===== config.mk =====
export PLATFORM = sky130hd
export DESIGN_NAME = multicycle_control
export DESIGN_NICKNAME = d
export VERILOG_FILES = /design/src/rtl/multicycle_control.sv
export SDC_FILE = /design/constraint.sdc
export NUM_CORES = 1
export LEC_CHECK = 0
export CORE_MARGIN = 8
export CORE_UTILIZATION = 39
export DETAILED_ROUTE_END_ITERATION = 12
export HOLD_SLACK_MARGIN = 0.08
export PLACE_DENSITY = 0.77
export REMOVE_ABC_BUFFERS = 1
export SYNTH_ARGS = -nofsm -noshare
export SYNTH_HDL_FRONTEND = slang
export SYNTH_SLANG_ARGS = --single-unit

===== constraint.sdc =====
create_clock -name clk -period 2.25 [get_ports clk]
set_clock_uncertainty 0.15 [all_clocks]
set_input_delay 0.5625 -clock clk [delete_from_list [all_inputs] [get_ports clk]]
set_output_delay 0.5625 -clock clk [all_outputs]
set_load 0.005 [all_outputs]

===== src/rtl/multicycle_control.sv =====
// Main control FSM for the multicycle RV32I core (lw, sw, R/I-type ALU, beq, jal).
// Define MC_PERF_CNT_EN to add the cycle_cnt / instret_cnt performance counters.
module multicycle_control #(
  parameter int CNT_W = 32
) (
  input  logic             clk,
  input  logic             rst_n,
  input  logic [6:0]       opcode,
  input  logic             zero,
  input  logic             mem_ready,
  output logic             pc_write,
  output logic             adr_src,
  output logic             mem_write,
  output logic             ir_write,
  output logic [1:0]       result_src,
  output logic [1:0]       alu_src_a,
  output logic [1:0]       alu_src_b,
  output logic [1:0]       alu_op,
  output logic [1:0]       imm_src,
  output logic             reg_write,
  output logic [3:0]       state,
  output logic             illegal
`ifdef MC_PERF_CNT_EN
  ,
  output logic [CNT_W-1:0] cycle_cnt,
  output logic [CNT_W-1:0] instret_cnt
`endif
);

  localparam logic [6:0] OP_LW  = 7'b0000011;
  localparam logic [6:0] OP_SW  = 7'b0100011;
  localparam logic [6:0] OP_R   = 7'b0110011;
  localparam logic [6:0] OP_I   = 7'b0010011;
  localparam logic [6:0] OP_BEQ = 7'b1100011;
  localparam logic [6:0] OP_JAL = 7'b1101111;

  typedef enum logic [3:0] {
    FETCH    = 4'd0,
    DECODE   = 4'd1,
    MEMADR   = 4'd2,
    MEMREAD  = 4'd3,
    MEMWB    = 4'd4,
    MEMWRITE = 4'd5,
    EXECR    = 4'd6,
    ALUWB    = 4'd7,
    EXECI    = 4'd8,
    JAL      = 4'd9,
    BEQ      = 4'd10,
    TRAP     = 4'd11
  } state_t;

  state_t state_q, state_d;

  always_ff @(posedge clk or negedge rst_n) begin
    if (!rst_n) begin
      state_q <= FETCH;
      illegal <= 1'b0;
    end else begin
      state_q <= state_d;
      if (state_d == TRAP) illegal <= 1'b1;
    end
  end

  assign state = state_q;

  always_comb begin
    state_d    = state_q;
    pc_write   = 1'b0;
    adr_src    = 1'b0;
    mem_write  = 1'b0;
    ir_write   = 1'b0;
    reg_write  = 1'b0;
    result_src = 2'b00;
    alu_src_a  = 2'b00;
    alu_src_b  = 2'b00;
    alu_op     = 2'b00;
    case (state_q)
      FETCH: begin
        alu_src_b  = 2'b10;
        result_src = 2'b10;
        if (mem_ready) begin
          ir_write = 1'b1;
          pc_write = 1'b1;
          state_d  = DECODE;
        end
      end
      DECODE: begin
        // Speculatively computes the branch target into ALUOut
        alu_src_a = 2'b01;
        alu_src_b = 2'b01;
        case (opcode)
          OP_LW, OP_SW: state_d = MEMADR;
          OP_R:         state_d = EXECR;
          OP_I:         state_d = EXECI;
          OP_BEQ:       state_d = BEQ;
          OP_JAL:       state_d = JAL;
          default:      state_d = TRAP;
        endcase
      end
      MEMADR: begin
        alu_src_a = 2'b10;
        alu_src_b = 2'b01;
        state_d   = (opcode == OP_SW) ? MEMWRITE : MEMREAD;
      end
      MEMREAD: begin
        adr_src = 1'b1;
        if (mem_ready) state_d = MEMWB;
      end
      MEMWB: begin
        result_src = 2'b01;
        reg_write  = 1'b1;
        state_d    = FETCH;
      end
      MEMWRITE: begin
        adr_src   = 1'b1;
        mem_write = 1'b1;
        if (mem_ready) state_d = FETCH;
      end
      EXECR: begin
        alu_src_a = 2'b10;
        alu_op    = 2'b10;
        state_d   = ALUWB;
      end
      EXECI: begin
        alu_src_a = 2'b10;
        alu_src_b = 2'b01;
        alu_op    = 2'b10;
        state_d   = ALUWB;
      end
      ALUWB: begin
        reg_write = 1'b1;
        state_d   = FETCH;
      end
      JAL: begin
        // PC takes the target from ALUOut while the ALU forms old PC + 4 for the link
        alu_src_a = 2'b01;
        alu_src_b = 2'b10;
        pc_write  = 1'b1;
        state_d   = ALUWB;
      end
      BEQ: begin
        alu_src_a = 2'b10;
        alu_op    = 2'b01;
        pc_write  = zero;
        state_d   = FETCH;
      end
      TRAP:    state_d = TRAP;
      default: state_d = FETCH;
    endcase
  end

  always_comb begin
    case (opcode)
      OP_SW:   imm_src = 2'b01;
      OP_BEQ:  imm_src = 2'b10;
      OP_JAL:  imm_src = 2'b11;
      default: imm_src = 2'b00;
    endcase
  end

`ifdef MC_PERF_CNT_EN
  logic retire;
  assign retire = (state_q == MEMWB) || (state_q == ALUWB) || (state_q == BEQ) ||
                  ((state_q == MEMWRITE) && mem_ready);

  always_ff @(posedge clk or negedge rst_n) begin
    if (!rst_n) begin
      cycle_cnt   <= '0;
      instret_cnt <= '0;
    end else begin
      if (state_q != TRAP) cycle_cnt <= cycle_cnt + CNT_W'(1);
      if (retire) instret_cnt <= instret_cnt + CNT_W'(1);
    end
  end
`endif

endmodule


# Word-level counts from Yosys, hierarchy flattened

Index checks and enable logic that the tools add are counted.

Output and inout bits: 20
Input bits: 11
Logic and storage cells: 47
Register bits: 5

Mux-type cells: 17
Eq/ne operators: 18
Reduce and logical (&&, ||, !) cells: 10

Operator list:

| kind                 | count |
|---|---|
| $pmux W4 S7          | 1 |
| $eq A4 B4 Y1 const B | 5 |
| $pmux W4 S5          | 1 |
| $eq A4 B3 Y1 const B | 4 |
| $pmux W2 S2          | 4 |
| $eq A7 B6 Y1 const B | 2 |
| $eq A7 B7 Y1 const B | 2 |
| $mux W4              | 3 |
| $reduce_or A2 Y1     | 6 |
| $eq A4 B2 Y1 const B | 2 |
| $eq A7 B2 Y1 const B | 1 |
| $eq A7 B5 Y1 const B | 1 |
| $pmux W2 S3          | 1 |
| $reduce_or A3 Y1     | 2 |
| $mux W1              | 5 |
| $eq A4 B1 Y1 const B | 1 |
| $logic_not A4 Y1     | 1 |
| $reduce_or A4 Y1     | 1 |
| $mux W3              | 1 |
| $pmux W1 S3          | 1 |

# Logic depth before layout (Yosys ltp)

Depth after elaboration: 5
Mapped depth: 6
Mapped depth without buffers: 5

# Worst setup path before layout

Ideal clock, no wire load.

Path type: register to output
Start: reg state_q[1], in the netlist state[1]
End: out ir_write
Path buffers: 2
Stages on the path, launching flop included: 5
Data arrival time: 1280 ps
Path slack: 258 ps
Cell sequence: dfrtp_1 -> buf_6 -> clkbuf_1 -> nor4_1 -> and2_1

Cells in the longest elaborated chain, start to end: 2

RTL lines:

| what                     | line | source |
|---|---|---|
| start: declaration       | 52   | `state_t state_q, state_d;` |
| start signal: assignment | 59   | `state_q <= state_d;` |
| $logic_not A4 Y1         | 77   | `case (state_q)` |
| $mux W1                  | 77   |  |
| end: declaration         | 14   | `output logic ir_write,` |

No other way between the ends.

# Worst setup path after layout

Start: reg state_q[2], in the netlist state[2]
End: out adr_src

Cells in the longest elaborated chain, start to end: 3
Elaborated cells on any way between the ends: 4
Those cells by class: eq/ne: 2; mux: 1; reduce/logical: 1

RTL lines:

| what                                         | line | source |
|---|---|---|
| $eq A4 B3 Y1 or $eq A4 B2 Y1 (tied branches) | 77   |  |
| $reduce_or A2 Y1 (no line) (*)               | n/a  |  |
| $mux W1 (*)                                  | 77   |  |
| end: declaration                             | 12   | `output logic adr_src,` |

Every way passes the cells marked *; elsewhere a longest branch is shown, timed or not.

==> results.tsv <==
stage	metric	value	unit
status	status	finished with violations	
status	violations	negative setup slack	
yosys	synthArstFlopShare	1.00	
global_route	overflow	0	
global_route	grt_max_degree	12	
cells_and_area	antennaDiodeCount	0	
yosys	synth_warnings	0	
routing	vias_per_cell	5.65	
setup_path	startpoint	state[2]$_DFF_PN0_	
setup_path	cp-start-kind	flop	
routing	drt_iter0_markers	14	
sta	worst_slew_pin_slew	0.446	ns
floorplanning	die_h	55.6	µm
power	intPower	0.828	mW
power	ir_drop	0.000540	V
setup_path	path_class	flop to output port	
yosys	yosysSeqAreaShare	0.204	
cells_and_area	drive_gt1_frac	0.443	
sta	setup_viol	1	
global_route	grt_pass1_vias	800	
global_route	grt_pass1_wl	3.58	mm
sta	hold_violations	0	
setup_path	arrival	1.58	ns
sta	finalWorstSetupSlack	-0.0428	ns
setup_path	cp_cell_sequence	buf_4, xnor2_1, nor3b_1, dlygate4sd2_1	
sta	drv_slew	0	
yosys	synth_edf_count	0	
setup_path	required	1.54	ns
placed_design	dp_hpwl	1.60	mm
setup_path	cpPeakStageDelay	0.45	ns
floorplanning	rows	14	
yosys	synth_area_leaders	dfrtp_1, nor2_1, nand2b_4	
sta	fmax	436	MHz
setup_path	critPathSlowestCell	dfrtp_2	
routing	final_antenna_net_count	0	
cts	cts_buffers	3	
cts	clock_latency	0.25	ns
yosys	ys_ff_latch	5	
cts	cts.clk_slew.worst_paths	0.05	ns
global_route	grt_use_total	0.136	
sta	period_needed	2.29	ns
cells_and_area	final_core_util	0.812	
setup_path	r2r_slack	0.35	ns
setup_path	reg2regPathDepth	7	
sta	relSlewSlack	0.695	
sta	hold_slack	0.345	ns
floorplanning	ioPinCount	31	
cts	cts_tree	built	
yosys	post-synth-top-count-cell	nor2_1	
yosys	yosysTopAreaCellShare	0.204	
floorplanning	coreArea	1490	µm²
routing	drt-wirelength-per-cell	15.9	µm
power	p_per_area	1210	nW/µm²
power	p_leak	0.624	nW
cts	cts_hold_buf	0	
yosys	synthCells	80	
routing	vias	882	
cells_and_area	area_growth_syn_to_layout	97.5	%
yosys	synth_top_flop_cell	dfrtp_1	
cts	htreeDepth	1	
floorplanning	dieArea	3090	µm²
power	p_comb_frac	0.784	
cts	cts_sinks	5	
power	seqPwrFrac	0.140	
hold_path	hp-class	flop to flop	
cts	cts_buffer_depth	2	
yosys	synth_cell_types	37	
power	clockPowerShare	0.077	
sta	fin_crit_sh	1.02	
placed_design	dp_slack	-0.637	ns
setup_path	cp_max_fo	8	
routing	drt_wl_total	2.48	mm
cts	cts-root-buf	clkbuf_4	
yosys	synthTopCellsByCount	nor2_1, nand2_1, a21oi_1, dfrtp_1, nor3_1	
placed_design	port_buffers	30	
power	p_sw_frac	0.432	
yosys	synth_area	612	µm²
setup_path	end_kind	output port	
routing	drcViolationCount	0	
job	cap_violations	0	
setup_path	setup.worst_path.end	adr_src	
floorplanning	initial_utilization	0.411	
floorplanning	die_w	55.6	µm
yosys	yosysTopAreaCell	dfrtp_1	
cells_and_area	nets	152	
power	power_switching	0.629	mW
global_route	antenna_found_initial	0	
yosys	syn_avg_cell_area	7.65	µm²
placed_design	gpl.final_weighted_congestion	0.814	
setup_path	r2r_end	state[2]$_DFF_PN0_	
routing	drt_pass1_iterations	4	
setup_path	worstReg2RegStart	state[0]$_DFF_PN0_	
## routing by layer
layer / track usage / vias to the layer above / share of wire
li1: - / 411 / -
met1: 0.130 / 420 / 0.36
met2: 0.263 / 41 / 0.54
met3: 0.0320 / 10 / 0.050
met4: 0.0634 / 0 / 0.041
met5: 0 / - / 0
## logic make-up (layout without fill, tap and decap cells)
kind of cell	Yosys count	in the layout	synth area share
mux	1	1	0.0164
simple gates	42	42	0.413
xor+xnor	3	3	0.0430
flops	5	5	0.204
buf+inv	8	68	0.0736
compound gates	21	21	0.249
## worst max-delay path, delay by kind of cell (launching register included)
| family | cells | cell delay, ns |
|---|---|---|
| xor+xnor | 1 | 0.15 |
| flops | 1 | 0.45 |
| buf+inv | 2 | 0.47 |
| simple gates | 1 | 0.26 |
## timing repair
| action | in CTS | in global routing |
|---|---|---|
| pin swaps | 6 | 6 |
| cloned | 0 | 0 |
| gates resized for setup | 46 | 13 |
| endpoints found under the setup margin | 15 | 7 |
| setup buffers | 4 | 9 |
## layout make-up
cell class                 instances  area, µm²
clock buffer                       4       26.3
fill                             104        280
inverter                           2       7.51
multi-input combinational         67        494
sequential                         5        129
tap                               16       20.0
timing repair buffer              62        532
## power groups by stage
stage | registers (mW) | clock network, mW | logic [mW]
3_3_place_gp | 0.187 | 0 | 0.908
4_1_cts | 0.196 | 0.112 | 0.956
2_1_floorplan | 0.253 | 0 | 0.361
6_report | 0.203 | 0.112 | 1.14
5_1_grt | 0.209 | 0.121 | 1.23
3_5_place_dp | 0.186 | 0 | 0.926
## worst min-delay path by stage
stage | cells after the start | endpoint | start
2_1_floorplan | 0 | illegal$_DFFE_PN0N_ | rst_n
3_3_place_gp | 1 | illegal$_DFFE_PN0N_ | illegal$_DFFE_PN0N_
3_5_place_dp | 1 | illegal$_DFFE_PN0N_ | illegal$_DFFE_PN0N_
4_1_cts | 1 | illegal$_DFFE_PN0N_ | illegal$_DFFE_PN0N_
5_1_grt | 1 | illegal$_DFFE_PN0N_ | illegal$_DFFE_PN0N_
6_report | 1 | illegal$_DFFE_PN0N_ | illegal$_DFFE_PN0N_
## metrics by stage
step                cell area [µm²]  instances  TNS [ns]  total power [mW]
floorplan                       574         74         0             0.614
global placement               1040        139     -2.14              1.09
detailed placement             1040        139     -2.35              1.11
CTS                            1100        147    -0.326              1.26
global route                   1210        156    -0.118              1.56
finish                         1210        156   -0.0428              1.46
## flip-flops by register name, summed over array words and instances, names as in the netlist
signal and cells:
state 4, illegal 1
## cell usage in the layout (no fill, tap or decap), types with 2 or more instances in the layout
| cell | synthesis | final |
|---|---|---|
| o221ai_1 | 2 | 2 |
| nor2b_1 | 2 | 2 |
| buf_4 | 0 | 26 |
| nand2b_4 | 2 | 3 |
| nor3_1 | 5 | 5 |
| inv_1 | 2 | 2 |
| nor2_1 | 11 | 9 |
| o21ai_0 | 4 | 3 |
| buf_2 | 0 | 5 |
| clkdlybuf4s15_1 | 0 | 2 |
| clkdlybuf4s50_1 | 0 | 9 |
| dlygate4sd2_1 | 0 | 9 |
| nor2_2 | 0 | 2 |
| nand2_1 | 6 | 6 |
| dlymetal6s2s_1 | 0 | 4 |
| dfrtp_2 | 0 | 3 |
| nor3_2 | 2 | 2 |
| nand2b_1 | 3 | 3 |
| and3_1 | 2 | 2 |
| a21oi_1 | 5 | 4 |
| clkbuf_4 | 0 | 3 |
| buf_6 | 2 | 6 |
| dfrtp_1 | 5 | 2 |
No activity file was read; power rests on OpenSTA's default activity.
